--- src/rtl/cpu_step_ctrl.sv ---
// rtl/cpu_step_ctrl.sv - clock-enable and reset sequencer for the PipeLine CPU core
//
// Holds the core in reset for RST_CYCLES clocks, then advances it in one of
// four modes: halt, free-run, debounced single-step, or an exact N-cycle burst.
// Every output is registered, so each decision is visible one cycle after its cause.
//
// Ports:
//   clk_i          system clock, rising edge
//   rst_i          asynchronous active-high reset
//   soft_rst_i     sync pulse: restart reset sequence, clear counter, abort any mode
//   mode_i         00 halt, 01 free-run, 10 single-step, 11 burst
//   step_btn_i     raw asynchronous push button, active high
//   start_i        sync pulse: launch a burst (mode 11 only)
//   burst_len_i    burst length, sampled on start_i
//   cpu_rst_o      reset to the CPU core, active high
//   cpu_clk_en_o   CPU clock enable, one core cycle per high cycle
//   cycle_count_o  number of enabled cycles since last reset (wraps silently)
//   busy_o         high whenever the sequencer is not idle
//   done_o         one-cycle pulse at burst completion
module cpu_step_ctrl #(
    parameter int RST_CYCLES = 4,
    parameter int DEB_CYCLES = 16,
    parameter int BURST_W    = 16,
    parameter int CNT_W      = 32
) (
    input  logic               clk_i,
    input  logic               rst_i,
    input  logic               soft_rst_i,
    input  logic [1:0]         mode_i,
    input  logic               step_btn_i,
    input  logic               start_i,
    input  logic [BURST_W-1:0] burst_len_i,
    output logic               cpu_rst_o,
    output logic               cpu_clk_en_o,
    output logic [CNT_W-1:0]   cycle_count_o,
    output logic               busy_o,
    output logic               done_o
);

    localparam int HOLD_W = (RST_CYCLES > 1) ? $clog2(RST_CYCLES) : 1;
    localparam int DEB_W  = (DEB_CYCLES > 1) ? $clog2(DEB_CYCLES) : 1;

    localparam logic [1:0] MODE_RUN   = 2'b01;
    localparam logic [1:0] MODE_STEP  = 2'b10;
    localparam logic [1:0] MODE_BURST = 2'b11;

    typedef enum logic [1:0] {
        ST_HOLD,
        ST_IDLE,
        ST_RUN,
        ST_BURST
    } state_t;

    state_t              state_q, state_d;
    logic [HOLD_W-1:0]   hold_cnt_q, hold_cnt_d;
    logic [BURST_W-1:0]  remaining_q, remaining_d;
    logic [CNT_W-1:0]    cycle_count_q, cycle_count_d;
    logic                cpu_rst_q;
    logic                cpu_clk_en_q, cpu_clk_en_d;
    logic                busy_q;
    logic                done_q, done_d;

    logic                sync1_q, sync2_q;
    logic                btn_db_q, btn_db_d;
    logic [DEB_W-1:0]    deb_cnt_q, deb_cnt_d;
    logic                step_req;

    // Debouncer: the filtered level follows the synchronised button only after
    // it has disagreed for DEB_CYCLES consecutive cycles; any agreement clears
    // the run length.
    always_comb begin
        btn_db_d  = btn_db_q;
        deb_cnt_d = '0;
        if (sync2_q != btn_db_q) begin
            if (deb_cnt_q == DEB_W'(DEB_CYCLES - 1)) begin
                btn_db_d = sync2_q;
            end else begin
                deb_cnt_d = deb_cnt_q + DEB_W'(1);
            end
        end
    end

    // High for the single cycle in which the filtered level is about to rise.
    assign step_req = btn_db_d & ~btn_db_q;

    always_comb begin
        state_d      = state_q;
        hold_cnt_d   = hold_cnt_q;
        remaining_d  = remaining_q;
        cpu_clk_en_d = 1'b0;
        done_d       = 1'b0;

        if (soft_rst_i) begin
            state_d     = ST_HOLD;
            hold_cnt_d  = '0;
            remaining_d = '0;
        end else begin
            case (state_q)
                ST_HOLD: begin
                    if (hold_cnt_q == HOLD_W'(RST_CYCLES - 1)) begin
                        state_d    = ST_IDLE;
                        hold_cnt_d = '0;
                    end else begin
                        hold_cnt_d = hold_cnt_q + HOLD_W'(1);
                    end
                end
                ST_IDLE: begin
                    case (mode_i)
                        // The sampling cycle already counts as the first free-run
                        // cycle, so N cycles of mode 01 give N enables.
                        MODE_RUN: begin
                            state_d      = ST_RUN;
                            cpu_clk_en_d = 1'b1;
                        end
                        MODE_STEP: begin
                            cpu_clk_en_d = step_req;
                        end
                        MODE_BURST: begin
                            if (start_i) begin
                                if (burst_len_i == '0) begin
                                    done_d = 1'b1;
                                end else begin
                                    // First enable issues now; remaining holds
                                    // the enables still owed after this one.
                                    state_d      = ST_BURST;
                                    cpu_clk_en_d = 1'b1;
                                    remaining_d  = burst_len_i - BURST_W'(1);
                                end
                            end
                        end
                        default: ;
                    endcase
                end
                ST_RUN: begin
                    if (mode_i == MODE_RUN) begin
                        cpu_clk_en_d = 1'b1;
                    end else begin
                        state_d = ST_IDLE;
                    end
                end
                ST_BURST: begin
                    if (remaining_q != '0) begin
                        cpu_clk_en_d = 1'b1;
                        remaining_d  = remaining_q - BURST_W'(1);
                    end else begin
                        done_d  = 1'b1;
                        state_d = ST_IDLE;
                    end
                end
                default: begin
                    state_d = ST_HOLD;
                end
            endcase
        end

        if (soft_rst_i) begin
            cycle_count_d = '0;
        end else begin
            cycle_count_d = cycle_count_q + CNT_W'(cpu_clk_en_d);
        end
    end

    always_ff @(posedge clk_i or posedge rst_i) begin
        if (rst_i) begin
            state_q       <= ST_HOLD;
            hold_cnt_q    <= '0;
            remaining_q   <= '0;
            cycle_count_q <= '0;
            cpu_rst_q     <= 1'b1;
            cpu_clk_en_q  <= 1'b0;
            busy_q        <= 1'b1;
            done_q        <= 1'b0;
            sync1_q       <= 1'b0;
            sync2_q       <= 1'b0;
            btn_db_q      <= 1'b0;
            deb_cnt_q     <= '0;
        end else begin
            state_q       <= state_d;
            hold_cnt_q    <= hold_cnt_d;
            remaining_q   <= remaining_d;
            cycle_count_q <= cycle_count_d;
            cpu_rst_q     <= (state_d == ST_HOLD);
            cpu_clk_en_q  <= cpu_clk_en_d;
            busy_q        <= (state_d != ST_IDLE);
            done_q        <= done_d;
            sync1_q       <= step_btn_i;
            sync2_q       <= sync1_q;
            btn_db_q      <= btn_db_d;
            deb_cnt_q     <= deb_cnt_d;
        end
    end

    assign cpu_rst_o     = cpu_rst_q;
    assign cpu_clk_en_o  = cpu_clk_en_q;
    assign cycle_count_o = cycle_count_q;
    assign busy_o        = busy_q;
    assign done_o        = done_q;

endmodule

--- config.mk ---
export PLATFORM = sky130hd
export DESIGN_NAME = cpu_step_ctrl
export DESIGN_NICKNAME = d
export VERILOG_FILES = /design/src/rtl/cpu_step_ctrl.sv
export SDC_FILE = /design/constraint.sdc
export NUM_CORES = 1
export LEC_CHECK = 0
export BUFFER_PORTS_ARGS = -buffer_cell sky130_fd_sc_hd__buf_2
export CORE_UTILIZATION = 60
export CTS_CLUSTER_SIZE = 16
export DETAILED_ROUTE_END_ITERATION = 6
export PLACE_DENSITY = 0.84
export SYNTH_ARGS = -nofsm -noshare
export SYNTH_HDL_FRONTEND = slang
export SYNTH_SLANG_ARGS = --single-unit
--- constraint.sdc ---
create_clock -name clk_i -period 5 [get_ports clk_i]
set_clock_uncertainty 0.2 [all_clocks]
set_input_delay 0.25 -clock clk_i [delete_from_list [all_inputs] [get_ports clk_i]]
set_output_delay 0.25 -clock clk_i [all_outputs]
set_load 0.01 [all_outputs]
; ---- Word-level counts from Yosys, hierarchy flattened
; Cells that the tools add are included.
[op_classes]
addsub = 5
mul = 0
div = 0
magnitude_cmp = 0
eq_ne = 14
shifts = 0
mux = 35
n_bitwise = 2
n_reduce_logical = 7
[ops]
columns = op, count
row1 = $mux W16, 5
row2 = $add A32 B1 Y32, 1
row3 = $mux W32, 1
row4 = $pmux W16 S2, 1
row5 = $sub A16 B1 Y16 const B, 2
row6 = $mux W2, 9
row7 = $logic_not A16 Y1, 1
row8 = $reduce_bool A16 Y1, 1
row9 = $mux W1, 12
row10 = $ne A3 B3 Y1 const B, 4
row11 = $eq A2 B2 Y1 const B, 5
row12 = $mux W4, 2
row13 = $pmux W2 S4, 1
row14 = $pmux W1 S3, 2
row15 = $reduce_and A5 Y1, 1
row16 = $add A4 B1 Y4 const B, 1
row17 = $eq A2 B1 Y1 const B, 2
row18 = $eq A4 B4 Y1 const B, 1
row19 = $logic_not A2 Y1, 2
row20 = $pmux W2 S2, 1
row21 = $reduce_bool A3 Y1, 1
row22 = $add A2 B1 Y2 const B, 1
row23 = $ne A2 B1 Y1 const B, 1
row24 = $pmux W1 S2, 1
row25 = other kinds (4), 4
[totals]
ff_bits = 63
latch_bits = 0
ramBits = 0
mem_bits_ro = 0
in_bits = 23
n_memories = 0

; ---- Logic depth before layout (Yosys ltp)
[logic_depth]
depth_word = 9
depth_mapped = 15
mapped_depth_nobuf = 13

; ---- Least setup slack after synthesis
; Ideal clock, no wire load.
[synth_path]
path_type = reg-to-reg
start = register state_q[1]
end = register cycle_count_q[24] (netlist: cycle_count_o[24])
setup_ps = 132
t_arrival_ps = 2641
slack_ps = 2027
stages_incl_launch_ff = 16
n_path_buf = 3
period_less_slack_ps = 2973
cell_sequence = dfrtp_1 -> buf_4 -> buf_2 -> nand2_1 -> a21o_1 -> a21oi_1 -> a31o_2 -> a31o_2 -> ha_1 -> nand2_1 -> nor4_1 -> and2_1 -> clkbuf_1 -> nand4_1 -> xor2_1 -> nor2_1
[synth_between]
elab_chain_len = 5
elab_cells_between_ends = 7
cone_classes = add/sub: 1 / eq/ne: 3 / mux: 3
[synth_lines]
columns = element, line
row1 = start: declaration, 54  ; state_t state_q, state_d;
row2 = start signal: assignment, 178  ; state_q <= state_d;
row3 = $eq A2 B2 Y1 or $eq A2 B1 Y1 (tied branches), 98  ; case (state_q)
row4 = $pmux W1 S3 (*), 98
row5 = $mux W1 (*), 93  ; if (soft_rst_i) begin
row6 = named net cpu_clk_en_d, 59  ; logic cpu_clk_en_q, cpu_clk_en_d;
row7 = $add A32 B1 Y32 (*), 159  ; cycle_count_d = cycle_count_q + CNT_W'(cpu_clk_en_d);
row8 = $mux W32 (*), 156  ; if (soft_rst_i) begin
row9 = named net cycle_count_d[24], 57  ; logic [CNT_W-1:0] cycle_count_q, cycle_count_d;
row10 = end signal: assignment, 181  ; cycle_count_q <= cycle_count_d;
row11 = end: declaration, 57
; Mark *: on every way through the listed nets, which the timed path passes. The rest lies on a longest branch.
; A chain may end at the register's enable or synchronous reset.

; ---- Final worst setup path
[layout_path]
start = register state_q[1]
end = register cycle_count_q[30] (netlist: cycle_count_o[30])
; The elaborated chain is that of the path after synthesis.

==> impl_metrics.toml <==
[outcome]
status = "finished clean"

[setup_path]
worst_setup_path_start_kind = "flip-flop"
r2r_slack_ps = 1040
cpMaxStageDelayCell = "dfrtp_1"
r2r_start = "state_q[1]"
max_stage_delay_ps = 900
path_cells = "nand2_1, a21o_1, a21oi_1, a31o_2, a31o_2, ha_1, nand2_1, nor4_1, and2_1, nand3_1, xor2_1, nor2_1"
worstPathArrival_ps = 3960
r2r_end = "cycle_count_o[30]"
critPathMaxFanout = 23
cp-end-kind = "flip-flop"
worst-setup-path-type = "flip-flop to flip-flop"
required_ps = 4990
worstRegToRegCells = 12

[detailed_routing]
wl_per_cell_um = 16.4
vias_per_cell = 5.94
detail_route.first_pass.iterations = 4
vias = 3156
routed_wl_um = 8720
first_iter_violations = 243
drc = 0
ant_nets = 0

[grt]
grt_max_degree = 64
grtUsageTotal = 0.299
grt_pass1_vias = 3079
grt_pass1_wl_um = 14500
antenna_found_initial = 0
grt-ovfl-total = 0

[placed_design]
dp_hpwl_um = 6010
port_buffers = 58
gp_congestion = 0.933

[finish]
diodes = 0
area_growth_pct = 14.2
nNetsFinal = 479
fin_util = 0.711
drive_gt1_frac = 0.230
multi_input_area_mm2 = 0.00198
seqCellArea_mm2 = 0.00158
fillCellCount = 467

[synthesis]
ys_async_sr_fraction = 1.00
yosysWarningCount = 0
synthFlopType = "dfrtp_1"
synthDistinctLibCells = 63
synth_edf_count = 0
yosysSeqAreaShare = 0.429
synth_cells = 393
syn-num-nets = 421
syn_area_per_cell_um2 = 9.37
syn_area_mm2 = 0.00368
ys_ff_latch = 63

[floorplan]
dieArea_mm2 = 0.00646
num_rows = 28
start_util = 0.622
die_x_um = 80.4
core_mm2 = 0.00592
die_h_um = 80.4
ioPinCount = 59

[timing]
slew_headroom = 0.387
rsz0062_at_grt = "no"
hold_viol_final = 0
clock.fmax_ghz = 0.252
period_needed_ps = 3960
setup_viol_count_final = 0
period_share = 0.792
tightest_slew_ps = 919
maxSlewViolCount = 0
setup_tns_ps = 0

[worst_hold_path]
holdPathEnd = "remaining_q[0]"
hold_depth = 4
min-delay-start = "burst_len_i[0]"
hp-class = "input pin to flip-flop"

[power_and_ir_drop]
ir_drop_v = 0.000271
p_per_area_mw_per_mm2 = 260
leakagePower_nw = 1.91

[clocking]
clk_pin_slew_ps = 80
cts_resized = 0
htree_levels = 3
cts_sinks = 63
cts_tree = "done"
cts-root-buf = "clkbuf_8"
cts_buffers = 9
clockBufferDepth = 2
clk_latency_ps = 350
post_cts_buffers = 0
hold_buffers = 3

[flow_run]
maxCapViolations = 0
power breakdown:
part	switching, mW	internal, mW
Sequential	0.0165	0.532
Combinational	0.0934	0.0509
Clock	0.209	0.190
final cells by class:
type                    instances  share of cell area
clock buffers                  10              0.0327
repair buffers                 65              0.0833
multi-input cells             303               0.470
flip-flops and latches         63               0.375
clock inverters                 6             0.00862
well taps                      75              0.0223
inverters                       9             0.00803
through the flow:
stage                     std cells  hold WS, ps  setup slack, ps  cell area, um^2  power (mW)
after CTS                       531         59.2             1070             4210        1.10
after global placement          512          145             1280             4000       0.693
after global routing            531         79.4              736             4210        1.14
after detailed placement        512          139             1110             4000       0.700
after floorplan                 393         81.4             2030             3680       0.656
final                           531         67.1             1040             4210        1.09
synth_stat cells, types with 3 or more instances:
library cell,number,share of area
and2_1,5,0.0085
xnor2_1,17,0.040
o21ai_0,11,0.015
ha_1,5,0.017
nor4_1,5,0.0085
or3_1,3,0.0051
and3_1,8,0.014
a21oi_1,20,0.027
dfrtp_1,61,0.41
mux2i_1,3,0.0082
nand2b_1,6,0.010
xor2_1,28,0.067
nor2_1,55,0.056
nand3_1,16,0.022
nor3_1,12,0.016
and4bb_2,4,0.014
nor3b_1,3,0.0061
nand2_1,33,0.034
a31oi_1,5,0.0085
o211ai_1,5,0.010
clkbuf_1,11,0.011
buf_2,3,0.0041
nand4_1,9,0.015
inv_1,9,0.0092
a211oi_1,4,0.0082
flip-flops by register name (all words and copies together), names as in the netlist:
| register | flops |
|---|---|
| btn_db_q | 1 |
| busy_o | 1 |
| cpu_clk_en_o | 1 |
| cpu_rst_o | 1 |
| cycle_count_o | 32 |
| deb_cnt_q | 4 |
| done_o | 1 |
| hold_cnt_q | 2 |
| remaining_q | 16 |
| state_q | 2 |
| sync1_q | 1 |
| sync2_q | 1 |
placed cells by master, fill, tap and decap left out, drive strengths merged, types with 4 or more instances in the layout:
| cell type | count |
|---|---|
| dfrtp | 61 |
| and2 | 6 |
| o21ai | 14 |
| a31oi | 5 |
| and3 | 8 |
| nand2b | 6 |
| nand4 | 9 |
| a21oi | 20 |
| clkinv | 5 |
| xnor2 | 17 |
| nor4 | 8 |
| or3 | 4 |
| buf | 62 |
| clkbuf | 10 |
| xor2 | 28 |
| nand2 | 33 |
| o211ai | 5 |
| nand3 | 16 |
| ha | 5 |
| and4bb | 4 |
| mux2i | 4 |
| a211oi | 8 |
| nor3 | 13 |
| inv | 9 |
| nor2 | 56 |
critical path, delay by kind of cell, from the launching register on:
family          cells  cell delay [ps]
xor+xnor            1              170
simple gates        6             1550
fa+ha+maj           1              160
flops               1              900
compound gates      4              820
how the worst max path moves through the flow:
stage	startpoint	endpoint	slack [ps]	depth (start not counted)
floorplan	state_q[1]	cycle_count_o[24]	2030	15
global placement	state_q[1]	cycle_count_o[31]	1280	12
detailed placement	state_q[1]	cycle_count_o[30]	1110	12
CTS	state_q[1]	cycle_count_o[30]	1070	12
global route	state_q[1]	cycle_count_o[31]	740	12
finish	state_q[1]	cycle_count_o[30]	1040	12
routing by layer:
| metal | routed length (um) | track usage | share of wire |
|---|---|---|---|
| met1 | 3780 | 0.383 | 0.43 |
| met2 | 4290 | 0.475 | 0.49 |
| met3 | 513 | 0.0705 | 0.059 |
| met4 | 136 | 0.143 | 0.016 |
| met5 | 0 | 0 | 0 |
cells by family after synthesis:
group                    Yosys count  synth area share
XOR/XNOR                          45             0.107
AO/OA/AOI/OAI                     72             0.143
flip-flops                        63             0.429
AND/OR/NAND/NOR                  176             0.255
adder cells (fa/ha/maj)            5            0.0170
buffers and inverters             27            0.0346
multiplexers                       5            0.0149
No activity file was read; power rests on OpenSTA's default activity.
